<file path="src/rtl/dsp_mac_sequencer.sv">
`default_nettype none
// ============================================================================
//  Module   : dsp_mac_sequencer
//  Brief    : Initiator-side MAC controller for a DSP48A1-style slice. Accepts
//             a command (term count, add/sub) and a stream of operand pairs,
//             drives slice A/B/OPMODE with OPMODE aligned to the slice
//             pipeline, and returns one accumulated P/CARRYOUT per command.
//  Revision : 1.0 - initial release
// ============================================================================
module dsp_mac_sequencer #(
  parameter int LAT     = 3,  // edges from A/B load to P holding that term
  parameter int OPM_DLY = 1   // edges from A/B load to OPMODE load (>= 1)
) (
  input  logic        clk,
  input  logic        rst_n,
  input  logic        cmd_valid_i,
  output logic        cmd_ready_o,
  input  logic [7:0]  cmd_len_i,
  input  logic        cmd_sub_i,
  input  logic        op_valid_i,
  output logic        op_ready_o,
  input  logic [17:0] op_a_i,
  input  logic [17:0] op_b_i,
  output logic [17:0] dsp_a_o,
  output logic [17:0] dsp_b_o,
  output logic [7:0]  dsp_opmode_o,
  input  logic [47:0] dsp_p_i,
  input  logic        dsp_carryout_i,
  output logic        res_valid_o,
  output logic [47:0] res_data_o,
  output logic        res_carry_o
);

  // z=P, x=0, add: leaves P unchanged
  localparam logic [7:0] C_OPM_HOLD = 8'h08;

  localparam int C_DCNT_W = (LAT < 2) ? 1 : $clog2(LAT + 1);
  localparam logic [C_DCNT_W-1:0] C_DCNT_LAT = C_DCNT_W'(LAT);
  localparam logic [C_DCNT_W-1:0] C_DCNT_ONE = C_DCNT_W'(1);

  typedef enum logic [1:0] {
    S_IDLE  = 2'd0,
    S_ISSUE = 2'd1,
    S_DRAIN = 2'd2
  } state_t;

  state_t                state_q, state_d;
  logic [7:0]            rem_q, rem_d;
  logic                  sub_q, sub_d;
  logic                  first_q, first_d;
  logic [C_DCNT_W-1:0]   dcnt_q, dcnt_d;
  logic [17:0]           a_q, a_d;
  logic [17:0]           b_q, b_d;
  logic                  res_valid_q, res_valid_d;
  logic [47:0]           res_data_q, res_data_d;
  logic                  res_carry_q, res_carry_d;
  logic [7:0]            opm_in_d;       // code entering the OPMODE delay chain
  logic [7:0]            opm_chain_q [OPM_DLY];
  logic [7:0]            opmode_q;

  assign cmd_ready_o  = (state_q == S_IDLE);
  assign op_ready_o   = (state_q == S_ISSUE);
  assign dsp_a_o      = a_q;
  assign dsp_b_o      = b_q;
  assign dsp_opmode_o = opmode_q;
  assign res_valid_o  = res_valid_q;
  assign res_data_o   = res_data_q;
  assign res_carry_o  = res_carry_q;

  // Next-state logic: command intake, term issue with OPMODE selection, drain and capture
  always_comb begin
    state_d     = state_q;
    rem_d       = rem_q;
    sub_d       = sub_q;
    first_d     = first_q;
    dcnt_d      = dcnt_q;
    a_d         = a_q;
    b_d         = b_q;
    res_valid_d = 1'b0;
    res_data_d  = res_data_q;
    res_carry_d = res_carry_q;
    opm_in_d    = C_OPM_HOLD;

    case (state_q)
      S_IDLE: begin
        if (cmd_valid_i) begin
          rem_d   = cmd_len_i;
          sub_d   = cmd_sub_i;
          first_d = 1'b1;
          if (cmd_len_i == 8'd0) begin
            // Empty command: answer zero immediately without touching the slice
            res_data_d  = 48'd0;
            res_carry_d = 1'b0;
            res_valid_d = 1'b1;
          end else begin
            state_d = S_ISSUE;
          end
        end
      end

      S_ISSUE: begin
        if (op_valid_i) begin
          a_d      = op_a_i;
          b_d      = op_b_i;
          // [7]=subtract, [3:2]=z (00 zero on first term, 10 P after), [1:0]=x=M
          opm_in_d = {sub_q, 3'b000, ~first_q, 3'b001};
          first_d  = 1'b0;
          rem_d    = rem_q - 8'd1;
          if (rem_q == 8'd1) begin
            state_d = S_DRAIN;
            dcnt_d  = C_DCNT_LAT;
          end
        end
      end

      S_DRAIN: begin
        if (dcnt_q != '0) begin
          dcnt_d = dcnt_q - C_DCNT_ONE;
        end else begin
          res_data_d  = dsp_p_i;
          res_carry_d = dsp_carryout_i;
          res_valid_d = 1'b1;
          state_d     = S_IDLE;
        end
      end

      default: state_d = S_IDLE;
    endcase
  end

  // Control and data registers
  always_ff @(posedge clk or negedge rst_n) begin
    if (!rst_n) begin
      state_q     <= S_IDLE;
      rem_q       <= 8'd0;
      sub_q       <= 1'b0;
      first_q     <= 1'b0;
      dcnt_q      <= '0;
      a_q         <= 18'd0;
      b_q         <= 18'd0;
      res_valid_q <= 1'b0;
      res_data_q  <= 48'd0;
      res_carry_q <= 1'b0;
    end else begin
      state_q     <= state_d;
      rem_q       <= rem_d;
      sub_q       <= sub_d;
      first_q     <= first_d;
      dcnt_q      <= dcnt_d;
      a_q         <= a_d;
      b_q         <= b_d;
      res_valid_q <= res_valid_d;
      res_data_q  <= res_data_d;
      res_carry_q <= res_carry_d;
    end
  end

  // OPMODE delay chain: a code queued at the A/B load edge reaches dsp_opmode OPM_DLY edges later
  always_ff @(posedge clk or negedge rst_n) begin
    if (!rst_n) begin
      for (int i = 0; i < OPM_DLY; i++) opm_chain_q[i] <= C_OPM_HOLD;
      opmode_q <= C_OPM_HOLD;
    end else begin
      opm_chain_q[0] <= opm_in_d;
      for (int i = 1; i < OPM_DLY; i++) opm_chain_q[i] <= opm_chain_q[i-1];
      opmode_q <= opm_chain_q[OPM_DLY-1];
    end
  end

endmodule
`default_nettype wire
</file>
<file path="config.mk">
export PLATFORM = sky130hd
export DESIGN_NAME = dsp_mac_sequencer
export DESIGN_NICKNAME = d
export VERILOG_FILES = /design/src/rtl/dsp_mac_sequencer.sv
export SDC_FILE = /design/constraint.sdc
export NUM_CORES = 1
export LEC_CHECK = 0
export CAP_MARGIN = 20
export CORE_MARGIN = 2
export CORE_UTILIZATION = 41
export CTS_BUF_LIST = sky130_fd_sc_hd__clkbuf_16
export DETAILED_ROUTE_END_ITERATION = 10
export PLACE_DENSITY = 0.8
export SLEW_MARGIN = 10
export SYNTH_ARGS = -nofsm -noshare
export SYNTH_HDL_FRONTEND = slang
export SYNTH_SLANG_ARGS = --single-unit
export TNS_END_PERCENT = 20
</file>
<file path="constraint.sdc">
create_clock -name clk -period 1.7 [get_ports clk]
set_input_delay 0.17 -clock clk [delete_from_list [all_inputs] [get_ports clk]]
set_output_delay 0.17 -clock clk [all_outputs]
set_load 0.01 [all_outputs]
</file>
==> Yosys cells after proc, flatten, opt, wreduce, memory -nomap -nowiden <==
Cells that the tools add are included.
{ "classes": {"add_sub_neg": 2, "eq_ne": 10, "mux": 30, "bitwise_logic": 1, "n_reduce_logical": 12} }
{ "ops": {"columns": ["cell", "count"], "rows": [
  ["48-bit two-way mux", 3],
  ["48-bit one-hot mux with 2 select lines", 1],
  ["8-bit two-way mux", 4],
  ["2-bit two-way mux", 8],
  ["8-bit one-hot mux with 2 select lines", 1],
  ["2-bit inequality test, second input constant", 5],
  ["8-bit by 1-bit == test with 1-bit output, second input constant", 1],
  ["8-bit zero test", 1],
  ["1-bit two-way mux", 8],
  ["4-bit AND reduction", 2],
  ["2-bit nonzero test", 4],
  ["8-bit by 1-bit subtractor with 8-bit output, second input constant", 1],
  ["1-bit one-hot mux with 2 select lines", 3],
  ["2-bit one-hot mux with 3 select lines", 1],
  ["5-bit AND reduction", 1],
  ["2-bit by 1-bit inequality test with 1-bit output, second input constant", 2],
  ["2-bit one-hot mux with 2 select lines", 1],
  ["2-bit AND reduction", 2],
  ["3-bit AND reduction", 1],
  ["2-bit by 1-bit == test with 1-bit output, second input constant", 1],
  ["2-bit == test, second input constant", 1],
  ["2-bit zero test", 1],
  ["2-bit by 1-bit subtractor with 2-bit output, second input constant", 1],
  ["1-bit inverter", 1]
]} }
{ "word_totals": {"ff_bits": 116, "inputBits": 98, "output_inout_bits": 96, "elab_cells": 67} }

==> Depth between registers and ports, before layout <==
{ "logic_depth": {"word_depth": 4, "ltp_mapped": 7, "depth_no_buf": 6} }

==> Least setup slack after synthesis <==
OpenSTA, ideal clock, no wires.
{ "synth_timing": {"kind": "reg-to-reg", "startpoint": "reg state_q[1]", "endpoint": "reg a_q[10], in the netlist dsp_a_o[10]", "setup_ps": 125, "arrival_time_ps": 1439, "required_ps": 1575, "slack_ps": 136, "path_stages_with_launch": 6, "n_path_buf": 3, "period_less_slack_ps": 1564, "cell_sequence": "dfrtp_1 -> buf_2 -> nor3b_2 -> buf_2 -> buf_4 -> mux2_2"} }
{ "synth_via": {"elab_chain_cells": 2} }
{ "synth_lines": {"columns": ["element", "line_no", "text"], "rows": [
  ["from (decl)", "47", "state_t state_q, state_d;"],
  ["from (signal assigned)", "145", "state_q <= state_d;"],
  ["2-bit by 1-bit == test with 1-bit output", "84", "case (state_q)"],
  ["2-bit AND reduction (no source line)", null, null],
  ["to (signal assigned)", "139", "a_q <= 18'd0;"],
  ["to (signal assigned)", "150", "a_q <= a_d;"],
  ["to (decl)", "52", "logic [17:0] a_q, a_d;"]
]} }
No other way between the ends.
A chain may end at the register's enable or synchronous reset.

==> Worst setup path after layout <==
{ "layout_timing": {"startpoint": "in cmd_len_i[5]", "endpoint": "reg res_data_q[24], in the netlist res_data_o[24]"} }
{ "layout_via": {"elab_chain_cells": 3} }
{ "layout_lines": {"columns": ["element", "line_no", "text"], "rows": [
  ["from (decl)", "18", "input logic [7:0] cmd_len_i,"],
  ["8-bit zero test", "90", "if (cmd_len_i == 8'd0) begin"],
  ["2-bit by 1-bit inequality test with 1-bit output (no source line)", null, null],
  ["4-bit AND reduction (no source line)", null, null],
  ["to (signal assigned)", "153", "res_data_q <= res_data_d;"],
  ["to (decl)", "55", "logic [47:0] res_data_q, res_data_d;"]
]} }
No other way between the ends.

==> run_results.csv <==
group,metric,value,unit
floorplanning,start_util,41.58,%
pwr,power,7.078,mW
synthesis,ys_seq_elements,106,
pwr,switching_share,28.51,%
synthesis,postSynthAreaPerCell,13.91,um2
synthesis,synth.cell_area,0.004215,mm2
pwr,combPwrFrac,27.1,%
final_layout,fillers,776,
global_route,track_usage,19.83,%
sta,setup_viol,0,
synthesis,yosysWarningCount,0,
outcome,status,"completed",
worst_hold_path,hold_path_depth,3,
drt,drc_errors,0,
sta,period_needed,1.683,ns
worst_hold_path,hp-class,"primary input to flop",
cts,cts.sink_count,106,
drt,first_pass_iters,4,
drt,ant_nets,0,
floorplanning,io_pins,194,
cts,clk_pin_slew,0.07,ns
floorplanning,row_count,37,
drt,num_vias,3225,
drt,wirelength,10.75,mm
pwr,max-vdd-ir-drop,0.7731,mV
final_layout,final_common_cell,"clkdlybuf4s50_1",
cts,cts_htree_levels,3,
placement,hpwl,7.772,mm
placement,portBuffers,188,
sta,whs,0.3038,ns
global_route,antenna_found_initial,0,
floorplanning,die_x,105.4,um
drt,drtIter0Drc,189,
placement,gp_congestion,0.9251,
global_route,grt_pass1_vias,3402,
floorplanning,die_area,0.01111,mm2
pwr,switchingPower,2.018,mW
worst_setup_path,start_kind,"primary input",
synthesis,async_reset_ff_share,100.0,%
worst_setup_path,required,1.92,ns
synthesis,synth_cells,303,
worst_setup_path,path_max_fanout,50,
run,cap_violations,0,
sta,setup-tns-final,0,ns
floorplanning,die_y,105.4,um
final_layout,final_core_util,65.12,%
synthesis,yosys.cell_types.count,40,
drt,wire_per_inst,16.74,um
sta,final_hold_viol_count,0,
sta,max_freq,594.3,MHz
cts,root_buffer,"clkbuf_16",
sta,finalCritPeriodShare,98.99,%
worst_setup_path,critical_path_arrival,1.90,ns
synthesis,synth_edf_count,0,
cts,cts_tree,"done",
final_layout,area_growth_syn_to_layout,56.63,%
global_route,grt_pass1_wl,17.57,mm
pwr,intPower,5.060,mW
floorplanning,core_area,0.01014,mm2
drt,viasPerCell,5.023,
final_layout,drive_above_1_share,16.21,%
cts,tritoncts.num_buffers,9,
final_layout,diodes,0,
cts,worstSkewPairLatency,0.34,ns
global_route,globalRouteOverflowTotal,0,
sta,slew_violations,0,
worst_setup_path,ff2ff_path_depth,6,
sta,skew,0.008466,ns
final_layout,layout_common_cells,"clkdlybuf4s50_1 (183), dfrtp_1 (103), a22o_1 (49)",
global_route,grt_max_degree,51,
final_layout,nets,602,
worst_setup_path,crit_path_end_kind,"flop",
cts,cts.path.max_buffers,2,
pwr,power.leakage,2.910,nW
pwr,power_frac_clock,28.0,%
pwr,powerDensity,1072,mW/mm2
pwr,sequentialPowerShare,45.0,%
synthesis,ys_seq_area_share,62.99,%
worst_setup_path,crit_type,"primary input to flop",
synthesis,synth_ff_type,"dfrtp_1",
-- critical path: stages --
cell	delay (ns)
clkdlybuf4s50_1	0.46
nor4_4	0.35
a32oi_2	0.17
or2_1	0.26
buf_12	0.19
a22o_1	0.26
-- Yosys cell counts (3+ instances only) --
cell	count	area, um2
mux2_2	37	416.7
a22o_1	49	429.2
inv_1	5	18.77
dfrtp_1	104	2603
nor2_1	13	48.80
o22ai_1	4	25.02
buf_2	7	35.03
buf_4	6	45.04
buf_8	5	75.07
a21oi_1	10	50.05
o21ai_0	5	25.02
ha_1	3	37.54
a2bb2oi_1	4	35.03
nand2_1	8	30.03
nand2b_1	5	31.28
-- timing repair --
item,CTS,global route
hold buffers,1,0
pin swaps,0,2
gates resized for setup,3,5
endpoints found under the setup margin,2,31
setup buffers,0,0
endpoints found under the hold margin,29,0
-- path summary, 6_finish.rpt --
check	from	end	slack, ns
worst max-delay path	cmd_len_i[5]	res_data_o[24]	0.02
worst min-delay path	cmd_len_i[6]	rem_q[6]	0.30
worst max register to register	dcnt_q[0]	res_data_o[24]	0.07
worst min register to register	opm_chain_q[0]	dsp_opmode_o[0]	0.35
max in group asynchronous	rst_n	opm_chain_q[3]	0.76
min in group asynchronous	rst_n	res_data_o[14]	0.32
-- layout make-up --
class	count	area, um2	share of cell area, %
clock buffers	9	225.2	3.411
well taps	136	170.2	2.577
inverters	7	26.28	0.3980
multi-input cells	170	1388	21.02
clock inverters	7	60.06	0.9096
flip-flops and latches	106	2656	40.23
repair buffers	207	2077	31.46
-- cells by family (layout without fill, tap and decap cells) --
group                      Yosys count  after routing  share of synthesized area [%]
adders and majority gates            3              3                         0.8906
other                                1              5                        0.08896
and+or+nand+nor                     45             45                          6.233
buffers and inverters               31            230                          5.194
DFF                                106            106                          62.99
muxes                               37             37                          9.884
AOI/OAI and AO/OA                   80             80                          14.72
-- through the flow --
stage | setup slack, ns | area, um2 | std cells
global route | -0.003912 | 6603 | 642
CTS | 0.04362 | 6573 | 642
finish | 0.01723 | 6603 | 642
global placement | -0.1965 | 6279 | 625
detailed placement | -0.3087 | 6279 | 625
floorplan | 0.1364 | 4230 | 307
-- registers in the layout, indices dropped and copies added (netlist names) --
signal        cells
res_data_o       48
dsp_a_o          18
dsp_b_o          18
rem_q             8
dsp_opmode_o      3
opm_chain_q       3
dcnt_q            2
state_q           2
first_q           1
res_carry_o       1
res_valid_o       1
sub_q             1
-- power groups by stage --
| stage | logic [mW] | clock network (mW) | registers, mW |
|---|---|---|---|
| 2_1_floorplan | 0.813 | 0 | 3.27 |
| 3_3_place_gp | 1.87 | 0 | 3.19 |
| 3_5_place_dp | 1.93 | 0 | 3.21 |
| 4_1_cts | 1.93 | 2.06 | 3.17 |
| 5_1_grt | 2.08 | 2.16 | 3.25 |
| 6_report | 1.91 | 1.98 | 3.18 |
-- routing by layer --
metal,vias up,wire length (um),global-route usage [%]
li1,1492,-,-
met1,1579,4352,25.61
met2,132,5521,33.18
met3,22,610,3.587
met4,0,265,7.714
met5,-,0,0
Power figures use the tool's default switching activity.
